File: src/rtl/i8254_pkg.sv
// Shared encodings for the 8254 access sequencer: RW formats, control-word fields, status layout.
// The READBACK_EN build option uses the read-back and status constants defined here.
package i8254_pkg;

    typedef enum logic [1:0] {
        RW_LATCH   = 2'b00,
        RW_LSB     = 2'b01,
        RW_MSB     = 2'b10,
        RW_LSB_MSB = 2'b11
    } rw_t;

    localparam int NUM_COUNTERS = 3;
    localparam int MODE_W       = 3;

    localparam logic [1:0] SC_READBACK = 2'b11;

    // Control-word field positions.
    localparam int CW_SC_LSB  = 6;
    localparam int CW_RW_LSB  = 4;
    localparam int CW_M_LSB   = 1;
    localparam int CW_BCD_BIT = 0;

    // Read-back command bits: active-low count/status selects, counter select mask.
    localparam int RB_COUNT_N_BIT  = 5;
    localparam int RB_STATUS_N_BIT = 4;
    localparam int RB_SEL_LSB      = 1;

    // Status byte layout.
    localparam int ST_OUT_BIT  = 7;
    localparam int ST_NULL_BIT = 6;
    localparam int ST_RW_LSB   = 4;
    localparam int ST_M_LSB    = 1;
    localparam int ST_BCD_BIT  = 0;

    // Modes 6 and 7 are aliases of modes 2 and 3.
    function automatic logic [MODE_W-1:0] fold_mode(input logic [MODE_W-1:0] m);
        return (m[2] && m[1]) ? {1'b0, m[1:0]} : m;
    endfunction

    function automatic logic [7:0] status_byte(input logic out_pin, input logic null_cnt,
                                               input logic [1:0] rw, input logic [MODE_W-1:0] m,
                                               input logic bcd);
        logic [7:0] sb;
        sb                       = '0;
        sb[ST_OUT_BIT]           = out_pin;
        sb[ST_NULL_BIT]          = null_cnt;
        sb[ST_RW_LSB +: 2]       = rw;
        sb[ST_M_LSB +: MODE_W]   = m;
        sb[ST_BCD_BIT]           = bcd;
        return sb;
    endfunction

endpackage

File: src/rtl/i8254_access_channel.sv
// One counter's access state: RW format, mode, byte pointers, count latch and Null_Count.
// With READBACK_EN defined, a status latch is also built and served ahead of count bytes.
module i8254_access_channel
    import i8254_pkg::*;
(
    input  logic              clk,
    input  logic              rst_n,
    input  logic              ctrl_wr,
    input  logic [1:0]        ctrl_rw,
    input  logic [MODE_W-1:0] ctrl_mode,
    input  logic              ctrl_bcd,
    input  logic              cnt_latch,
    input  logic              sts_latch,
    input  logic              cnt_out,
    input  logic              wr_fire,
    input  logic              rd_fire,
    input  logic [7:0]        data_in,
    input  logic [15:0]       count_value,
    output logic [7:0]        rd_data,
    output logic [15:0]       count_load,
    output logic              load_strobe,
    output logic [MODE_W-1:0] mode,
    output logic              bcd,
    output logic              null_count
);

    rw_t         rw;
    logic        wr_msb;
    logic        rd_msb;
    logic [7:0]  lsb_hold;
    logic [15:0] latch_q;
    logic        latch_valid;
    logic        sts_first;
    logic [15:0] rd_src;
    logic [7:0]  cnt_byte;
    logic        last_byte;

    assign rd_src    = latch_valid ? latch_q : count_value;
    assign last_byte = (rw != RW_LSB_MSB) || rd_msb;

    always_comb begin
        cnt_byte = rd_src[7:0];
        case (rw)
            RW_MSB:     cnt_byte = rd_src[15:8];
            RW_LSB_MSB: cnt_byte = rd_msb ? rd_src[15:8] : rd_src[7:0];
            default:    cnt_byte = rd_src[7:0];
        endcase
    end

`ifdef READBACK_EN
    logic [7:0] sts_q;
    logic       sts_valid;

    assign sts_first = sts_valid;
    assign rd_data   = sts_valid ? sts_q : cnt_byte;

    always_ff @(posedge clk or negedge rst_n) begin
        if (!rst_n) begin
            sts_q     <= '0;
            sts_valid <= 1'b0;
        end else if (ctrl_wr) begin
            sts_valid <= 1'b0;
        end else if (sts_latch && !sts_valid) begin
            sts_q     <= status_byte(cnt_out, null_count, rw, mode, bcd);
            sts_valid <= 1'b1;
        end else if (rd_fire && sts_valid) begin
            sts_valid <= 1'b0;
        end
    end
`else
    logic unused_readback;

    assign unused_readback = sts_latch ^ cnt_out;
    assign sts_first       = 1'b0;
    assign rd_data         = cnt_byte;
`endif

    always_ff @(posedge clk or negedge rst_n) begin
        if (!rst_n) begin
            rw          <= RW_LSB;
            mode        <= '0;
            bcd         <= 1'b0;
            wr_msb      <= 1'b0;
            rd_msb      <= 1'b0;
            lsb_hold    <= '0;
            latch_q     <= '0;
            latch_valid <= 1'b0;
            null_count  <= 1'b1;
            count_load  <= '0;
            load_strobe <= 1'b0;
        end else begin
            load_strobe <= 1'b0;
            if (ctrl_wr) begin
                // A new control word abandons any half-finished byte sequence.
                rw          <= rw_t'(ctrl_rw);
                mode        <= fold_mode(ctrl_mode);
                bcd         <= ctrl_bcd;
                wr_msb      <= (ctrl_rw == RW_MSB);
                rd_msb      <= (ctrl_rw == RW_MSB);
                latch_valid <= 1'b0;
                null_count  <= 1'b1;
            end else begin
                if (cnt_latch && !latch_valid) begin
                    latch_q     <= count_value;
                    latch_valid <= 1'b1;
                end
                if (wr_fire) begin
                    case (rw)
                        RW_MSB: begin
                            count_load  <= {data_in, 8'h00};
                            load_strobe <= 1'b1;
                            null_count  <= 1'b0;
                        end
                        RW_LSB_MSB: begin
                            if (wr_msb) begin
                                count_load  <= {data_in, lsb_hold};
                                load_strobe <= 1'b1;
                                null_count  <= 1'b0;
                                wr_msb      <= 1'b0;
                            end else begin
                                lsb_hold <= data_in;
                                wr_msb   <= 1'b1;
                            end
                        end
                        default: begin
                            count_load  <= {8'h00, data_in};
                            load_strobe <= 1'b1;
                            null_count  <= 1'b0;
                        end
                    endcase
                end
                if (rd_fire && !sts_first) begin
                    if (last_byte) latch_valid <= 1'b0;
                    if (rw == RW_LSB_MSB) rd_msb <= ~rd_msb;
                end
            end
        end
    end

endmodule

File: src/rtl/i8254_access_sequencer.sv
// Edge-detects the one-hot bus enables, decodes control words and muxes read data for three counters.
// Define READBACK_EN to honour SC=11 read-back commands; otherwise they are ignored.
module i8254_access_sequencer
    import i8254_pkg::*;
#(
    parameter int COUNT_W = 16,
    parameter int DATA_W  = 8
) (
    input  logic                  Clock,
    input  logic                  Reset_n,
    input  logic [3:0]            Write_Enable,
    input  logic [3:0]            Read_Enable,
    input  logic [DATA_W-1:0]     Data_In,
    input  logic [3*COUNT_W-1:0]  Count_Value,
    input  logic [2:0]            Counter_Out,
    output logic [DATA_W-1:0]     Data_Out,
    output logic                  Data_Out_Valid,
    output logic [3*COUNT_W-1:0]  Count_Load,
    output logic [2:0]            Load_Strobe,
    output logic [3*MODE_W-1:0]   Mode,
    output logic [2:0]            Bcd,
    output logic [2:0]            Null_Count
);

    // Data_Out_Valid is a one-cycle strobe with no back-pressure; Data_Out holds between strobes.
    logic [3:0]        we_q;
    logic [2:0]        re_q;
    logic [3:0]        we_fire;
    logic [2:0]        rd_fire;
    logic [1:0]        cw_sc;
    logic [1:0]        cw_rw;
    logic [MODE_W-1:0] cw_m;
    logic              cw_bcd;
    logic [2:0]        ctrl_wr;
    logic [2:0]        cnt_latch;
    logic [2:0]        sts_latch;
    logic [7:0]        rd_data [NUM_COUNTERS];
    logic [7:0]        rd_sel;
    logic              unused_ctrl_read;

    // Reads of the control register address produce nothing.
    assign unused_ctrl_read = Read_Enable[3];

    assign we_fire = Write_Enable & ~we_q;
    assign rd_fire = (Write_Enable == 4'b0000) ? (Read_Enable[2:0] & ~re_q) : 3'b000;

    assign cw_sc  = Data_In[CW_SC_LSB +: 2];
    assign cw_rw  = Data_In[CW_RW_LSB +: 2];
    assign cw_m   = Data_In[CW_M_LSB +: MODE_W];
    assign cw_bcd = Data_In[CW_BCD_BIT];

    always_comb begin
        ctrl_wr   = '0;
        cnt_latch = '0;
        sts_latch = '0;
        for (int i = 0; i < NUM_COUNTERS; i++) begin
            if (we_fire[3] && (cw_sc == 2'(i))) begin
                if (cw_rw == RW_LATCH) cnt_latch[i] = 1'b1;
                else                   ctrl_wr[i]   = 1'b1;
            end
`ifdef READBACK_EN
            if (we_fire[3] && (cw_sc == SC_READBACK) && Data_In[RB_SEL_LSB + i]) begin
                cnt_latch[i] = ~Data_In[RB_COUNT_N_BIT];
                sts_latch[i] = ~Data_In[RB_STATUS_N_BIT];
            end
`endif
        end
    end

    always_comb begin
        rd_sel = rd_data[0];
        if (rd_fire[1]) rd_sel = rd_data[1];
        if (rd_fire[2]) rd_sel = rd_data[2];
    end

    always_ff @(posedge Clock or negedge Reset_n) begin
        if (!Reset_n) begin
            we_q           <= '0;
            re_q           <= '0;
            Data_Out       <= '0;
            Data_Out_Valid <= 1'b0;
        end else begin
            we_q           <= Write_Enable;
            re_q           <= Read_Enable[2:0];
            Data_Out_Valid <= |rd_fire;
            if (|rd_fire) Data_Out <= rd_sel;
        end
    end

    for (genvar i = 0; i < NUM_COUNTERS; i++) begin : g_ch
        i8254_access_channel u_ch (
            .clk         (Clock),
            .rst_n       (Reset_n),
            .ctrl_wr     (ctrl_wr[i]),
            .ctrl_rw     (cw_rw),
            .ctrl_mode   (cw_m),
            .ctrl_bcd    (cw_bcd),
            .cnt_latch   (cnt_latch[i]),
            .sts_latch   (sts_latch[i]),
            .cnt_out     (Counter_Out[i]),
            .wr_fire     (we_fire[i]),
            .rd_fire     (rd_fire[i]),
            .data_in     (Data_In),
            .count_value (Count_Value[COUNT_W*i +: COUNT_W]),
            .rd_data     (rd_data[i]),
            .count_load  (Count_Load[COUNT_W*i +: COUNT_W]),
            .load_strobe (Load_Strobe[i]),
            .mode        (Mode[MODE_W*i +: MODE_W]),
            .bcd         (Bcd[i]),
            .null_count  (Null_Count[i])
        );
    end

endmodule
File: config.mk
export PLATFORM = sky130hd
export DESIGN_NAME = i8254_access_sequencer
export DESIGN_NICKNAME = d
export VERILOG_FILES = /design/src/rtl/i8254_pkg.sv /design/src/rtl/i8254_access_channel.sv /design/src/rtl/i8254_access_sequencer.sv
export SDC_FILE = /design/constraint.sdc
export NUM_CORES = 1
export LEC_CHECK = 0
export CORE_ASPECT_RATIO = 0.7
export CORE_UTILIZATION = 38
export CTS_BUF_LIST = sky130_fd_sc_hd__clkbuf_4 sky130_fd_sc_hd__clkbuf_8
export CTS_CLUSTER_DIAMETER = 50
export CTS_CLUSTER_SIZE = 24
export DETAILED_ROUTE_END_ITERATION = 16
export PLACE_DENSITY = 0.64
export SETUP_SLACK_MARGIN = 0.02
export SLEW_MARGIN = 20
export SYNTH_ARGS = -nofsm -noshare
export SYNTH_HDL_FRONTEND = slang
export SYNTH_HIERARCHICAL = 1
export SYNTH_SLANG_ARGS = --single-unit
File: constraint.sdc
create_clock -name Clock -period 3 [get_ports Clock]
set_clock_uncertainty 0.1 [all_clocks]
set_input_delay 0.3 -clock Clock [delete_from_list [all_inputs] [get_ports Clock]]
set_output_delay 0.3 -clock Clock [all_outputs]
set_load 0.1 [all_outputs]
* After elaboration in Yosys (flattened, before gate mapping) *
Index checks and enable logic that the tools add are counted.

word-level totals
  flip-flop bits (word level) = 169
  input port bits = 69
  output and inout port bits = 75

cells by class
  equal/unequal tests = 18
  multiplexer cells = 84
  bitwise operators = 13
  reduce and logical (&&, ||, !) cells = 44

operator list
  cell                  number
  $mux W16              6
  $pmux W16 S2          3
  $mux W1               65
  $pmux W8 S2           3
  $mux W8               5
  $reduce_and A2 Y1     12
  $reduce_bool A2 Y1    9
  $eq A2 B2 Y1 const B  8
  $reduce_and A4 Y1     3
  $ne A3 B1 Y1 const B  3
  $not A1 Y1            9
  $reduce_and A3 Y1     3
  $logic_and A1 B1 Y1   7
  $mux W3               2
  $ne A2 B1 Y1 const B  3
  $ne A2 B2 Y1 const B  3
  $and A4 B4 Y4         1
  $logic_not A2 Y1      2
  $logic_not A4 Y1      1
  $not A4 Y4            1
  $and A3 B3 Y3         1
  $logic_not A1 Y1      3
  $logic_or A1 B1 Y1    3
  $not A3 Y3            1
  other kinds (2)       2

* Longest topological paths before layout *
Gate-level depths: netlist (run 1).

  word-level depth = 9
  gate-level depth with buffers = 9
  gate-level depth less buffers = 7

* Cells and area by module *
Netlist (run 1), hierarchy kept.

modules (own cells, without submodules)
  module                                   times used  cells each  area an instance (µm²)
  i8254_access_channel (g_ch[0].u_ch ...)  2           162         2324.7
  i8254_access_channel (g_ch[2].u_ch)      1           162         2336.0
  i8254_access_sequencer                   1           86          855.8

* Worst setup path before layout (run 1) *
No wires, ideal clock.

  path kind = register to register
  start point = register we_q[3]
  end point = register g_ch[1].u_ch.latch_q[0]
  library setup time = 0.125 ns
  data arrival time = 2.030 ns
  required time = 2.775 ns
  setup slack = 0.745 ns
  stages on the path, launching flop included = 7
  period minus slack after synthesis = 2.255 ns
  cells stage by stage = dfrtp_1 > nand2b_1 > or3b_2 > nor3_1 > nor3b_4 > buf_4 > mux2_2

on the way
  longest elaborated chain between the ends = 6
  elaborated cells on any way between the ends = 8
  classes of those cells = mux (2); bitwise (3); reduce/logical (3)

ends and longest elaborated chain
  element                      RTL line                      RTL
  from (decl)                  i8254_access_sequencer.sv:26  logic [3:0] we_q;
  from (signal assigned)       i8254_access_sequencer.sv:83  we_q <= Write_Enable;
  $not A4 Y4                   i8254_access_sequencer.sv:44  assign we_fire = Write_Enable & ~we_q;
  $and A4 B4 Y4                i8254_access_sequencer.sv:44
  $logic_and A1 B1 Y1          i8254_access_sequencer.sv:57  if (we_fire[3] && (cw_sc == 2'(i))) begin
  $mux W1                      i8254_access_sequencer.sv:57
  named net cnt_latch[1]       i8254_access_sequencer.sv:35  logic [2:0] cnt_latch;
  $logic_and A1 B1 Y1          i8254_access_channel.sv:103   if (cnt_latch && !latch_valid) begin
  $reduce_and A2 Y1 (no line)  --
  to (signal assigned)         i8254_access_channel.sv:104   latch_q <= count_value;
  to (decl)                    i8254_access_channel.sv:31    logic [15:0] latch_q;

The timed path passes the listed nets, and every way through them passes these cells.
A chain may end at the register's enable or synchronous reset.

==> results.json, run 1 <==
{
  "clock.fmax_mhz": 372,
  "port_buffers": 139,
  "grt_pass1_vias": 5351,
  "p_leak_nw": 4.59,
  "vias": 5120,
  "grt_overflow_total": 0,
  "synthCells": 571,
  "drv_slew": 0,
  "path_cells": "inv_1, o21ai_2, mux4_1, and3_1, a211oi_1, o31ai_1",
  "root_buffer": "clkbuf_8",
  "clk_latency_ns": 0.46,
  "syn_area_um2": 7840,
  "cp_slowest_cell": "mux4_1",
  "initial_core_util": 0.392,
  "num_antenna_cells": 0,
  "hold_viol": 0,
  "end_kind": "flop",
  "hp-class": "primary input to flop",
  "dieWidth_um": 174,
  "routed_wl_um": 18500,
  "worstSetupPathType": "flop to flop",
  "antenna_found_initial": 0,
  "drc": 0,
  "finalSetupViolations": 0,
  "place_area_um2": 9400,
  "post_drt_wl_per_cell_um": 18.4,
  "crit_buf_inv": 1,
  "path_clk_slew_ns": 0.09,
  "layout_common_cells": "dfrtp_1, mux2_2, buf_4, clkdlybuf4s50_1, nand2_1",
  "slew-limit-headroom": 0.522,
  "cp-start-kind": "flop",
  "r2r_setup_slack_ns": 0.31,
  "rsz0062_at_grt": "no",
  "nets": 795,
  "detail-route-antenna-nets": 0,
  "design_area_um2": 9830,
  "worst_path_largest_cell_delay_ns": 0.68,
  "arrival_ns": 2.92,
  "crit_fanout": 8,
  "grt_pass1_wl_um": 29700,
  "clock_sinks": 169,
  "syn_avg_cell_area_um2": 13.7,
  "intPower_mw": 5.18,
  "period_share": 0.896,
  "drive_gt1_frac": 0.355,
  "cts-buffers-inserted": 17,
  "cts_resized": 0,
  "drv_cap": 0,
  "p_seq_frac": 0.355,
  "required_ns": 3.23,
  "core_area_um2": 20000,
  "vdd_drop_max_v": 0.000704,
  "die_area_um2": 21200,
  "switching_share": 0.471,
  "gp_congestion": 0.806,
  "grt_max_degree": 60,
  "fp.dieH_um": 122,
  "status": "finished clean",
  "power.switching_mw": 4.60,
  "final_common_cell": "dfrtp_1",
  "worst_pin_slew_ns": 0.717,
  "first_pass_iters": 5,
  "synthesis.nets": 640,
  "tritoncts": "yes",
  "powerDensity_nw_per_um2": 996,
  "power_frac_comb": 0.468,
  "drt-initial-drc-count": 257,
  "post-dp-hpwl_um": 13200,
  "clk_path_buf_depth": 2,
  "ios": 144,
  "tns_ns": 0,
  "area_growth_pct": 25.4,
  "via_per_inst": 5.08,
  "critPathTopFamily": "compound AO/OA/AOI/OAI gates",
  "fin_crit_ns": 2.69,
  "ys_warn_count": 6,
  "clockPowerShare": 0.178,
  "grtUsageTotal": 0.185,
  "htreeDepth": 4,
  "post-route-util": 0.491,
  "rows": 43
}
==> path summary, 6_finish.rpt <==
| path | from | depth (start not counted) | endpoint |
|---|---|---|---|
| worst max register to register | g_ch[1].u_ch/rw[0] | 6 | Data_Out[4] |
| worst min-delay path | Read_Enable[1] | 1 | re_q[1] |
| worst min register to register | Data_Out[6] | 2 | Data_Out[6] |
| min in group asynchronous | Reset_n | 2 | g_ch[2].u_ch/latch_q[14] |
| max in group asynchronous | Reset_n | 3 | g_ch[0].u_ch/null_count |
| worst max-delay path | g_ch[1].u_ch/rw[0] | 6 | Data_Out[4] |
==> power groups by stage <==
stage / Clock (mW) / Combinational, mW / Sequential (mW)
global placement: 0 / 4.54 / 3.47
finish: 1.74 / 4.58 / 3.47
detailed placement: 0 / 4.59 / 3.52
floorplan: 0 / 1.13 / 5.85
CTS: 1.79 / 4.60 / 3.48
global route: 1.87 / 4.76 / 3.57
==> state kept, by name (all words and copies together), names as in the netlist <==
| register | cells |
|---|---|
| g_ch.u_ch/latch_valid | 3 |
| g_ch.u_ch/bcd | 3 |
| re_q | 3 |
| g_ch.u_ch/count_load | 48 |
| g_ch.u_ch/wr_msb | 3 |
| g_ch.u_ch/rd_msb | 3 |
| g_ch.u_ch/rw | 6 |
| g_ch.u_ch/load_strobe | 3 |
| Data_Out | 8 |
| we_q | 4 |
| Data_Out_Valid | 1 |
| g_ch.u_ch/lsb_hold | 24 |
| g_ch.u_ch/latch_q | 48 |
| g_ch.u_ch/null_count | 3 |
| g_ch.u_ch/mode | 9 |
==> stage by stage <==
step | worst slack, ns | hold WS, ns | cells | power [mW]
after floorplan | 0.745 | -0.0956 | 571 | 6.98
after global placement | 0.290 | 0.194 | 976 | 8.01
after detailed placement | 0.228 | 0.217 | 976 | 8.11
after CTS | 0.350 | 0.194 | 1007 | 9.87
after global routing | 0.203 | 0.204 | 1007 | 10.2
final | 0.313 | 0.220 | 1007 | 9.79
==> worst register-to-register path, stage by stage, from the launching register on <==
cell and delay (ns):
dfstp_2 0.57, inv_1 0.07, o21ai_2 0.47, mux4_1 0.68
and3_1 0.17, a211oi_1 0.37, o31ai_1 0.14
==> area by class of cell <==
type / instances / area [um2]
fillers: 1786 / 10200
repair buffers: 160 / 1390
multi-input cells: 336 / 3280
clock inverters: 7 / 116
clock buffers: 23 / 304
flip-flops and latches: 169 / 4240
inverters: 42 / 163
well taps: 270 / 338
==> timing repair <==
item	4_1_cts	5_1_grt
hold buffers	1	0
buffers inserted	0	0
hold endpoints to repair	56	0
setup endpoints to repair	0	0
==> metal layers <==
| layer | GRT usage | up-vias | wire [um] |
|---|---|---|---|
| li1 | - | 2365 | - |
| met1 | 0.262 | 2625 | 9340 |
| met2 | 0.288 | 120 | 8270 |
| met3 | 0.0431 | 10 | 783 |
| met4 | 0.0461 | 0 | 137 |
| met5 | 0 | - | 0 |
No activity file was read; power rests on OpenSTA's default activity.
==> run 2, diff against run 1 <==
--- a/config.mk
+++ b/config.mk
@@ -6,6 +6,7 @@
 export NUM_CORES = 1
 export LEC_CHECK = 0
 export CORE_ASPECT_RATIO = 0.7
+export CORE_MARGIN = 4
 export CORE_UTILIZATION = 38
 export CTS_BUF_LIST = sky130_fd_sc_hd__clkbuf_4 sky130_fd_sc_hd__clkbuf_8
 export CTS_CLUSTER_DIAMETER = 50
==> run 2 against run 1 <==
Cell count is 0.40% higher. Flip-flop and latch count stayed put. Sequential share of layout area is 0.14 points lower. Die area is 8.5% higher. Total power is 0.13% higher. Clock power hardly changed. Register-to-register slack better by 0.06 ns. Wire length is 0.81% higher. Global-route usage is 1.9 points lower. Maximum frequency is 2.2% higher. Critical path depth stayed put.
==> results.json, run 2 (same netlist as run 1, synthesis figures left out) <==
{
  "hold-path-endpoint": "re_q[2]",
  "first_pass_iters": 4,
  "core_area_um2": 20000,
  "drv_cap": 0,
  "nets": 797,
  "top_regs": "g_ch.u_ch/count_load: 48 flops, g_ch.u_ch/latch_q: 48 flops, g_ch.u_ch/lsb_hold: 24 flops",
  "worstSetupPathType": "flop to flop",
  "clk_latency_ns": 0.46,
  "worst_pin_slew_ns": 0.872,
  "layout.area.seq_um2": 4240,
  "post-dp-hpwl_um": 13600,
  "grtUsageTotal": 0.166,
  "grt_pass1_vias": 5408,
  "grt_max_degree": 95,
  "antenna_found_initial": 0,
  "detail-route-antenna-nets": 0,
  "gp_congestion": 0.760,
  "routed_wl_um": 18700,
  "port_buffers": 139,
  "cts-buffers-inserted": 17,
  "powerDensity_nw_per_um2": 994,
  "design_area_um2": 9860,
  "vdd_drop_max_v": 0.000628,
  "via_per_inst": 5.07,
  "path_clk_slew_ns": 0.09,
  "cp-start-kind": "flop",
  "rsz0062_at_grt": "no",
  "ios": 144,
  "htreeDepth": 4,
  "initial_core_util": 0.392,
  "p_leak_nw": 4.60,
  "r2r_start": "g_ch[1].u_ch/rw[0]",
  "clk_path_buf_depth": 2,
  "drt-initial-drc-count": 298,
  "rows": 43,
  "layout_common_cells": "dfrtp_1, mux2_2, buf_4, clkdlybuf4s50_1, nand2_1",
  "hold-path-cell-count": 1,
  "fp.dieH_um": 128,
  "dieWidth_um": 180,
  "min_from": "Read_Enable[2]",
  "area_growth_pct": 25.8,
  "grt_overflow_total": 0,
  "clock_sinks": 169,
  "num_antenna_cells": 0,
  "place_area_um2": 9410,
  "drc": 0,
  "tns_ns": 0,
  "reg2reg_to": "Data_Out[4]",
  "tritoncts": "yes",
  "period_share": 0.876,
  "drive_gt1_frac": 0.359,
  "switching_share": 0.470,
  "post_drt_wl_per_cell_um": 18.5,
  "die_area_um2": 23000,
  "vias": 5129,
  "root_buffer": "clkbuf_8",
  "fillerInstances": 1773,
  "crit_fanout": 8,
  "hp-class": "primary input to flop",
  "intPower_mw": 5.19,
  "clock.fmax_mhz": 380,
  "clockPowerShare": 0.178,
  "drv_slew": 0,
  "grt_pass1_wl_um": 30100,
  "finalSetupViolations": 0,
  "final_common_cell": "dfrtp_1",
  "hold_viol": 0,
  "status": "finished clean",
  "p_seq_frac": 0.352,
  "end_kind": "flop",
  "power.switching_mw": 4.61,
  "slew-limit-headroom": 0.419,
  "required_ns": 3.24,
  "r2r_setup_slack_ns": 0.37,
  "r2r.worst_path.cells": 6,
  "power_frac_comb": 0.470,
  "fin_crit_ns": 2.63,
  "multi_input_area_um2": 3280,
  "arrival_ns": 2.87
}
[run 2: changes by cell type in the layout (fill, tap and decap cells not counted), sizes merged]
cell,before,now
clkinvlp,1,3
inv,38,39
buf,96,98
clkbuf,23,22
[run 2: timing repair]
action	CTS	global route
endpoints found under the setup margin	0	0
resized for setup	0	0
setup buffers	0	0
endpoints found under the hold margin	86	0
hold buffers	1	0
[run 2: worst max path at each step]
stage	start	to	slack (ns)	cells after the start
2_1_floorplan	we_q[3]	g_ch[1].u_ch/latch_q[0]	0.74	6
3_5_place_dp	Write_Enable[3]	g_ch[1].u_ch/count_load[14]	0.23	8
5_1_grt	g_ch[1].u_ch/rw[0]	Data_Out[1]	0.22	6
3_3_place_gp	Write_Enable[3]	g_ch[1].u_ch/latch_q[10]	0.28	7
4_1_cts	g_ch[1].u_ch/rw[0]	Data_Out[4]	0.36	6
6_report	g_ch[1].u_ch/rw[0]	Data_Out[4]	0.37	6
[run 2: through the flow]
stage / hold WS (ns) / util / setup WS (ns) / instances / total power, mW
4_1_cts: 0.188 / 0.493 / 0.358 / 1011 / 9.91
5_1_grt: 0.181 / 0.493 / 0.223 / 1011 / 10.2
3_3_place_gp: 0.339 / 0.470 / 0.281 / 978 / 8.04
2_1_floorplan: -0.0956 / - / 0.745 / 571 / 6.98
3_5_place_dp: 0.361 / 0.470 / 0.225 / 978 / 8.14
6_report: 0.221 / 0.493 / 0.371 / 1011 / 9.80
[run 2: power groups by stage]
| stage | Combinational, mW | Sequential, mW | Clock, mW |
|---|---|---|---|
| final | 4.61 | 3.45 | 1.74 |
| after floorplan | 1.13 | 5.85 | 0 |
| after CTS | 4.65 | 3.45 | 1.80 |
| after global routing | 4.80 | 3.54 | 1.90 |
| after global placement | 4.58 | 3.45 | 0 |
| after detailed placement | 4.64 | 3.50 | 0 |
[run 2: worst max-delay path: stages, from the launching register on]
cell and delay, ns:
dfstp_2 0.57, inv_1 0.06, o21ai_2 0.46, mux4_1 0.68, and3_1 0.17, a211oi_1 0.34, o31ai_1 0.13
[run 2: final cells by class]
class                           instances  area share
Sequential cell                       169       0.430
Multi-Input combinational cell        336       0.333
Timing Repair Buffer                  162       0.142
Tap cell                              270      0.0343
Clock buffer                           22      0.0301
Inverter                               42      0.0165
Clock inverter                         10      0.0142
[run 2: per-layer routing]
layer  wire length, um  GRT usage  part of all wire
met2              8560      0.259              0.46
met1              8900      0.231              0.48
met4               193     0.0443             0.010
met5                 0          0                 0
met3              1030     0.0465             0.055
==> run 3, diff against run 2 <==
--- a/config.mk
+++ b/config.mk
@@ -5,6 +5,8 @@
 export SDC_FILE = /design/constraint.sdc
 export NUM_CORES = 1
 export LEC_CHECK = 0
+export CELL_PAD_IN_SITES_DETAIL_PLACEMENT = 2
+export CELL_PAD_IN_SITES_GLOBAL_PLACEMENT = 2
 export CORE_ASPECT_RATIO = 0.7
 export CORE_MARGIN = 4
 export CORE_UTILIZATION = 38
@@ -12,7 +14,7 @@
 export CTS_CLUSTER_DIAMETER = 50
 export CTS_CLUSTER_SIZE = 24
 export DETAILED_ROUTE_END_ITERATION = 16
-export PLACE_DENSITY = 0.64
+export PLACE_DENSITY = 0.87
 export SETUP_SLACK_MARGIN = 0.02
 export SLEW_MARGIN = 20
 export SYNTH_ARGS = -nofsm -noshare
==> constraint.sdc (replaced) <==
create_clock -name Clock -period 3.2 [get_ports Clock]
set_clock_uncertainty 0.1 [all_clocks]
set_input_delay 0.32 -clock Clock [delete_from_list [all_inputs] [get_ports Clock]]
set_output_delay 0.32 -clock Clock [all_outputs]
set_load 0.1 [all_outputs]
==> run 3 against run 2 <==
Wire length is 24% higher. Register-to-register slack better by 0.16 ns. Cell count is 0.30% lower. Global-route usage grew 4.0 points. Core utilization up 0.36 points. Clock power is 9% lower. Highest routed layer is now met5.
==> results.json, run 3 (same netlist as run 1, synthesis figures left out) <==
{
  "post_drt_wl_per_cell_um": 23.1,
  "multi_input_area_um2": 3280,
  "post-dp-hpwl_um": 17200,
  "power.switching_mw": 4.53,
  "crit_fanout": 8,
  "core_area_um2": 20000,
  "htreeDepth": 4,
  "finalSetupViolations": 0,
  "grt_overflow_total": 0,
  "clock.fmax_mhz": 375,
  "r2r_start": "g_ch[1].u_ch/rw[0]",
  "hp-class": "primary input to flop",
  "r2r.worst_path.cells": 6,
  "top_regs": "g_ch.u_ch/count_load: 48 flops, g_ch.u_ch/latch_q: 48 flops, g_ch.u_ch/lsb_hold: 24 flops",
  "p_seq_frac": 0.351,
  "area_growth_pct": 26.7,
  "worst_pin_slew_ns": 1.02,
  "grt_pass1_wl_um": 36900,
  "clockPowerShare": 0.168,
  "path_clk_slew_ns": 0.09,
  "layout.area.seq_um2": 4240,
  "design_area_um2": 9930,
  "num_antenna_cells": 0,
  "crit_path_end": "Data_Out[7]",
  "vdd_drop_max_v": 0.000639,
  "drive_gt1_frac": 0.278,
  "period_share": 0.833,
  "drv_slew": 0,
  "required_ns": 3.42,
  "place_area_um2": 9520,
  "fin_hold_ws_ns": 0.242,
  "clk_latency_ns": 0.45,
  "post-route-util": 0.496,
  "root_buffer": "clkbuf_8",
  "worstSetupPathType": "flop to flop",
  "die_area_um2": 23000,
  "layout_common_cells": "dfrtp_1, clkdlybuf4s50_1, mux2_2, nand2_1, inv_1",
  "fillerInstances": 1940,
  "status": "finished clean",
  "detail-route-antenna-nets": 0,
  "reg2reg_to": "Data_Out[7]",
  "grt_pass1_vias": 6151,
  "ios": 144,
  "p_leak_nw": 4.49,
  "fin_crit_ns": 2.67,
  "grt_max_degree": 75,
  "rows": 43,
  "dieWidth_um": 180,
  "intPower_mw": 4.83,
  "initial_core_util": 0.392,
  "powerDensity_nw_per_um2": 943,
  "cts-buffers-inserted": 17,
  "fp.dieH_um": 128,
  "drt-initial-drc-count": 274,
  "end_kind": "flop",
  "gp_congestion": 0.779,
  "vias": 5306,
  "clock_sinks": 169,
  "tritoncts": "yes",
  "setup.worst_path.start": "g_ch[1].u_ch/rw[0]",
  "tns_ns": 0,
  "r2r_setup_slack_ns": 0.53,
  "arrival_ns": 2.89,
  "grtUsageTotal": 0.206,
  "switching_share": 0.484,
  "nets": 795,
  "port_buffers": 139,
  "cp-start-kind": "flop",
  "routed_wl_um": 23300,
  "drv_cap": 0,
  "power_frac_comb": 0.481,
  "hold_viol": 0,
  "first_pass_iters": 4,
  "drc": 0,
  "clk_path_buf_depth": 2,
  "slew-limit-headroom": 0.317,
  "via_per_inst": 5.26,
  "final_common_cell": "dfrtp_1",
  "postCtsSetupBuffers": 0,
  "antenna_found_initial": 1,
  "rsz0062_at_grt": "no"
}
-- run 3: cell count changes in the layout (fill, tap and decap cells not counted), sizes merged --
cell | before | now
clkdlybuf4s50 | 63 | 121
clkinv | 7 | 10
buf | 98 | 38
clkbuf | 22 | 19
bufinv | 3 | 2
inv | 39 | 41
clkinvlp | 3 | 1
-- run 3: final cells by class --
| type | instances | share of cell area |
|---|---|---|
| inverters | 42 | 0.0164 |
| repair buffers | 160 | 0.152 |
| well taps | 270 | 0.0340 |
| clock buffers | 19 | 0.0263 |
| multi-input cells | 336 | 0.330 |
| clock inverters | 12 | 0.0142 |
| flip-flops and latches | 169 | 0.427 |
-- run 3: critical path, cell delays in order (launching register included) --
cell and delay [ns]:
dfstp_2 0.58, inv_1 0.07, o21ai_2 0.45, mux4_1 0.67
and3_1 0.17, a211oi_1 0.35, o31ai_1 0.14
-- run 3: worst min-delay path by stage --
stage / from / endpoint / slack, ns / depth (start not counted)
floorplan: Reset_n / Data_Out[0] / -0.08 / 0
global placement: Reset_n / g_ch[2].u_ch/latch_q[0] / 0.27 / 1
detailed placement: Reset_n / g_ch[2].u_ch/latch_q[8] / 0.29 / 1
CTS: Read_Enable[1] / re_q[1] / 0.21 / 1
global route: Read_Enable[1] / re_q[1] / 0.22 / 1
finish: Read_Enable[1] / re_q[1] / 0.24 / 1
-- run 3: repair_timing --
item / 4_1_cts / 5_1_grt
hold endpoints to repair: 67 / 0
resized for setup: 0 / 0
hold buffers: 1 / 0
-- run 3: per-stage QoR --
| step | total power, mW | setup WS, ns | cells |
|---|---|---|---|
| after floorplan | 6.54 | 0.945 | 571 |
| after global placement | 7.61 | 0.429 | 976 |
| after detailed placement | 7.86 | 0.311 | 976 |
| after CTS | 9.48 | 0.490 | 1008 |
| after global routing | 9.77 | 0.393 | 1008 |
| final | 9.37 | 0.533 | 1008 |
-- run 3: power by group through the flow --
stage	Sequential, mW	Clock, mW	Combinational, mW
2_1_floorplan	5.49	0	1.06
3_3_place_gp	3.23	0	4.37
3_5_place_dp	3.33	0	4.52
4_1_cts	3.30	1.63	4.55
5_1_grt	3.37	1.73	4.68
6_report	3.29	1.58	4.50
-- run 3: metal layers --
layer | up-vias | routed length, um | GRT usage
li1 | 2363 | - | -
met1 | 2796 | 10800 | 0.277
met2 | 127 | 11400 | 0.350
met3 | 18 | 825 | 0.0406
met4 | 2 | 221 | 0.0488
met5 | - | 17 | 0
